### config.mk
export PLATFORM = sky130hd
export DESIGN_NAME = mips_fetch
export DESIGN_NICKNAME = d
export VERILOG_FILES = /design/src/rtl/mips_fetch.sv
export SDC_FILE = /design/constraint.sdc
export NUM_CORES = 1
export LEC_CHECK = 0
export ABC_CLOCK_PERIOD_IN_PS = 14400
export CAP_MARGIN = 40
export CORE_MARGIN = 5
export CORE_UTILIZATION = 55
export CTS_BUF_LIST = sky130_fd_sc_hd__clkbuf_8
export CTS_CLUSTER_DIAMETER = 150
export DETAILED_ROUTE_END_ITERATION = 8
export DONT_BUFFER_PORTS = 1
export GPL_TIMING_DRIVEN = 0
export PLACE_DENSITY = 0.7
export SYNTH_ARGS = -nofsm -noshare
export SYNTH_HDL_FRONTEND = slang
export SYNTH_SLANG_ARGS = --single-unit
### constraint.sdc
create_clock -name clock -period 14.4 [get_ports clock]
set_clock_uncertainty 0.1 [all_clocks]
set_input_delay 0 -clock clock [delete_from_list [all_inputs] [get_ports clock]]
set_output_delay 0 -clock clock [all_outputs]
set_load 0.02 [all_outputs]
### src/rtl/mips_fetch.sv
// Instruction-fetch stage: owns the PC, keeps a credit-limited stream of word requests in flight,
// buffers responses in a FIFO for decode and redirects on branch/j/jr/except. Option: FETCH_EXC_VECTOR_EN.
module mips_fetch #(
  parameter logic [31:0] RESET_PC   = 32'h00400000,
  parameter logic [31:0] EXC_VECTOR = 32'h80000180,
  parameter int          DEPTH      = 4
) (
  input  logic        clock,
  input  logic        reset,
  output logic        imem_req,
  output logic [31:0] imem_addr,
  input  logic        imem_gnt,
  input  logic        imem_rvalid,
  input  logic [31:0] imem_rdata,
  output logic        inst_valid,
  input  logic        inst_ready,
  output logic [31:0] inst,
  output logic [31:0] inst_pc,
  input  logic [1:0]  control_type,
  input  logic        except,
  input  logic [31:0] rs_data,
  output logic        halted
);

  // state | meaning
  // BOOT  | first cycle after reset, no requests
  // RUN   | fetching, requests limited by FIFO credit
  // HALT  | stopped after an exception, only draining stale responses

  localparam int AW = $clog2(DEPTH);
  localparam int CW = AW + 2;

  typedef enum logic [1:0] {BOOT, RUN, HALT} state_t;

  state_t        state;
  logic [31:0]   fetch_pc;
  logic [31:0]   rsp_pc;
  logic [CW-1:0] outstanding;
  logic [CW-1:0] fifo_count;
  logic [CW-1:0] discard;
  logic [AW-1:0] rd_ptr;
  logic [AW-1:0] wr_ptr;
  logic [31:0]   data_q [DEPTH];
  logic [31:0]   pc_q   [DEPTH];

  logic          issue;
  logic          accept;
  logic          redirect;
  logic          push;
  logic          pop;
  logic [CW-1:0] credit_used;
  logic [31:0]   pc_plus4;
  logic [31:0]   br_offset;
  logic [31:0]   target;

  assign credit_used = outstanding + fifo_count;
  assign imem_req    = (state == RUN) && (credit_used < CW'(DEPTH));
  assign imem_addr   = fetch_pc;
  assign issue       = imem_req && imem_gnt;

  assign inst_valid  = (fifo_count != '0);
  assign inst        = data_q[rd_ptr];
  assign inst_pc     = pc_q[rd_ptr];
  assign accept      = inst_valid && inst_ready;
  assign redirect    = accept && (except || (control_type != 2'b00));

  // A response landing in the redirect cycle belongs to the old stream and is flushed with it.
  assign push        = imem_rvalid && (discard == '0) && !redirect;
  assign pop         = accept && !redirect;

  assign pc_plus4    = inst_pc + 32'd4;
  assign br_offset   = {{14{inst[15]}}, inst[15:0], 2'b00};

  always_comb begin
    target = rs_data;
    case (control_type)
      2'b01:   target = pc_plus4 + br_offset;
      2'b10:   target = {pc_plus4[31:28], inst[25:0], 2'b00};
      default: target = rs_data;
    endcase
    if (except) target = EXC_VECTOR;
  end

`ifdef FETCH_EXC_VECTOR_EN
  assign halted = 1'b0;
`else
  assign halted = (state == HALT);
`endif

  always_ff @(posedge clock or posedge reset) begin
    if (reset) begin
      state       <= BOOT;
      fetch_pc    <= RESET_PC;
      rsp_pc      <= RESET_PC;
      outstanding <= '0;
      fifo_count  <= '0;
      discard     <= '0;
      rd_ptr      <= '0;
      wr_ptr      <= '0;
      for (int i = 0; i < DEPTH; i++) begin
        data_q[i] <= '0;
        pc_q[i]   <= '0;
      end
    end else begin
      case (state)
        BOOT: state <= RUN;
        RUN: begin
`ifdef FETCH_EXC_VECTOR_EN
          state <= RUN;
`else
          if (accept && except) state <= HALT;
`endif
        end
        default: state <= state;
      endcase

      outstanding <= outstanding + CW'(issue) - CW'(imem_rvalid);

      if (redirect) begin
        fetch_pc   <= target;
        rsp_pc     <= target;
        fifo_count <= '0;
        rd_ptr     <= '0;
        wr_ptr     <= '0;
        discard    <= discard + outstanding + CW'(issue) - CW'(imem_rvalid);
      end else begin
        if (issue) fetch_pc <= fetch_pc + 32'd4;
        if (imem_rvalid && (discard != '0)) discard <= discard - CW'(1);
        if (push) begin
          data_q[wr_ptr] <= imem_rdata;
          pc_q[wr_ptr]   <= rsp_pc;
          wr_ptr         <= wr_ptr + AW'(1);
          rsp_pc         <= rsp_pc + 32'd4;
        end
        if (pop) rd_ptr <= rd_ptr + AW'(1);
        fifo_count <= fifo_count + CW'(push) - CW'(pop);
      end
    end
  end

endmodule
==> summary.md <==
| Metric | Value |
|---|---|
| Root Driver | clkbuf_8 |
| Initial Util | 56.1% |
| Register-to-Register Setup Slack | 7.96 ns |
| Crit Path Max Fanout | 10 |
| Largest net degree at the start of global routing | 125 |
| H-tree depth | 2 |
| Top cells by area, synth | dfrtp_1 45%, mux2_2 15%, mux4_2 7.2% |
| Num CTS Buffers | 55 |
| Post-Synth Simple-Gate Area | 10.1% |
| Area grow syn2layout | 14.3% |
| Seq/Total Area, Yosys | 44.8% |
| Max layer used | met4 |
| Synth Area in Compound Gates | 11.3% |
| First-pass GRT wire length | 89,800 um |
| Most frequent cells after synthesis | 336 x dfrtp_1, 255 x mux2_2, 113 x nand2_1 |
| RSZ-0062 raised after global routing | no |
| PortBufs | 0 |
| Synth Area in XOR/XNOR | 2.86% |
| PD cells | 172 mW/mm^2 |
| Syn nets | 1,783 |
| Seq cells post-synth | 338 |
| Row Count | 67 |
| Power Total | 3.72 mW |
| Overall Global Routing Usage | 30.4% |
| Post-CTS Repair Setup Buffers | 0 |
| Max-Cap Viols | 0 |
| Critical path class | flip-flop to flip-flop |
| CP Launch Type | flip-flop |
| Most used DFF post-synth | dfrtp_1 |
| Synth Warn # | 0 |
| Pre-antenna DRT Iters | 7 |
| Most frequent cell after synthesis | dfrtp_1 |
| EDFF count, synth | 0 |
| F_max | 155 MHz |
| Final Core Density | 64.1% |
| Detailed router's first-iteration violation count | 1,370 |
| Period utilization | 44.7% |
| Mapped Area | 0.0189 mm^2 |
| Routed WL per cell | 25.4 um |
| Synth top area share | 44.5% |
| DR vias/cell | 6.38 |
| Clock slew at reported path FFs | 0.06 ns |
| Post-synthesis instance total | 1,645 |
| Synth area leader | dfrtp_1 |
| Setup ws final | 7.96 ns |
| Final Hold Viols | 0 |
| # resized after CTS | 0 |
| Req. time, crit path | 14.80 ns |
| Mux contribution to synthesized area | 23.2% |
| Clock Latency Late Sink | 0.66 ns |
| Num Clock Sinks | 338 |
| Detailed Route WL | 58,100 um |
| Syn Area/Cell | 11.5 um^2 |
| CP Data Arrival Time | 6.84 ns |
| Setup crit end kind | flip-flop |
| Width of the die | 195 um |
| Initial antenna violation count | 7 |
| Status | finished clean |
| WL met3 | 4750 um |
| DIE AREA | 0.0382 mm^2 |
| Post-route ant nets | 0 |
| GPL Wtd Cong | 0.988 |
| Crit path time final | 6.44 ns |
| CTS max path bufs | 3 |
| Setup TNS | 0 ns |
| Ratio of cells with drive above 1 in the final layout | 23.7% |
| Dpl hpwl | 42,700 um |
| Leakage | 10.1 nW |
| Register Area | 0.00846 mm^2 |
| Die Height | 195 um |
| Hold buffers post-CTS | 83 |
| Met2 wire len | 26,700 um |
| Fillers | 2,677 |
| Vias in the first global route | 15,000 |
| Post-Synth Adder-Cell Area | 4.57% |
| DP Worst Slack | 8.23 ns |
| Multi-input logic area | 0.00982 mm^2 |
| Post-synthesis cell type count | 81 |
| DRC violations left | 0 |
| GRT Residual Overflow | 0 |
| Worst hold path class | input pin to flip-flop |
| Slew @ Worst Pin | 0.908 ns |
| Max-slew violations | 0 |
| Largest family of logic cells by synthesized area | multiplexers |
| Vias | 14,600 |
| Setup violators final | 0 |
| Rel. slew slack | 39.4% |
| WL met1 | 23,900 um |
| CTS tree | done |
| Ports | 171 |
| Asr flop ratio synth | 100% |
| Core area | 0.0337 mm^2 |
| Nets | 1,930 |
| Worst ir drop on vdd | 0.119 mV |
==> sequential cells by signal (all words and copies together), names as in the netlist <==
register	flops
fifo_count	4
data_q	128
outstanding	4
pc_q	128
rsp_pc	32
rd_ptr	2
discard	4
state	2
imem_addr	32
wr_ptr	2
==> metal layers <==
metal  GRT usage, %  vias up
met3           6.82      159
met2           47.1      657
li1               -     6384
met5              0        -
met4           13.9        0
met1           41.1     7396
==> cell usage in the layout, fill, tap and decap left out, types with 13 or more instances in the layout <==
cell type	count
a21o_1	27
a21oi_1	90
a31oi_1	16
and3_1	25
clkbuf_1	81
clkbuf_8	73
dfrtp_1	336
dlygate4sd3_1	82
ha_1	61
inv_1	63
mux2_2	255
mux4_2	60
nand2_1	113
nand3_1	49
nand4_1	14
nor2_1	83
nor3_1	30
o21a_1	22
o21ai_0	72
or3_1	13
xnor2_1	48
==> cell families (layout without fill, tap and decap cells) <==
kind of cell | Yosys count | count (layout)
AOI/OAI and AO/OA | 327 | 327
xor gates and xnor gates | 60 | 60
adders and majority gates | 66 | 66
buffers and inverters | 143 | 331
DFF | 338 | 338
muxes | 325 | 325
other | 0 | 8
and+or+nand+nor | 386 | 386
==> worst max-delay path: stages, from the launching register on <==
cell and delay (ns):
dfrtp_1 0.51, buf_4 0.29, buf_2 0.40, mux4_2 0.44, ha_1 0.23, nand3_1 0.26, nor2_1 0.31, nand2_1 0.15
nor2_1 0.48, nand3_1 0.17, xnor2_1 0.24, ha_1 0.34, a21oi_1 0.24, o21ai_0 0.22, a221o_1 0.34, a21oi_1 0.27
o21ai_0 0.18, o211a_1 0.27, or3_1 0.34, a31oi_1 0.39, a21oi_1 0.07
==> path summary, 6_finish.rpt <==
path / start / end / depth (start not counted)
max in group asynchronous: reset / imem_addr[18] / 5
hold reg to reg: discard[3] / discard[3] / 1
hold / removal: imem_rdata[0] / data_q[64] / 2
setup reg to reg: rd_ptr[1] / imem_addr[31] / 20
setup / recovery: rd_ptr[1] / imem_addr[31] / 20
min in group asynchronous: reset / data_q[1] / 4
==> stage by stage <==
| stage | cells | instance area [um^2] | hold WS, ns |
|---|---|---|---|
| 6_report | 2289 | 21600 | 0.0345 |
| 5_1_grt | 2287 | 21600 | 0.0370 |
| 3_5_place_dp | 2100 | 19600 | -0.0891 |
| 4_1_cts | 2281 | 21600 | 0.00339 |
| 3_3_place_gp | 2093 | 19500 | 0.0511 |
| 2_1_floorplan | 1645 | 18900 | 0.0506 |
==> final cells by class <==
type	count	share of cell area, %
timing repair buffer	90	4.46
clock inverter	25	0.649
inverter	44	0.800
multi-input combinational	1164	45.5
buffer	99	2.05
clock buffer	73	4.65
antenna	8	0.0927
tap	448	2.60
sequential	338	39.2
==> power breakdown <==
| part | total (mW) | internal [mW] | leakage (nW) | switching (mW) |
|---|---|---|---|---|
| Combinational | 1.56 | 0.613 | 4.88 | 0.950 |
| Clock | 0.865 | 0.469 | 0.665 | 0.396 |
| Sequential | 1.29 | 1.13 | 4.57 | 0.161 |
| Total | 3.72 | 2.21 | 10.1 | 1.51 |
(Power assumes the default switching activity.)
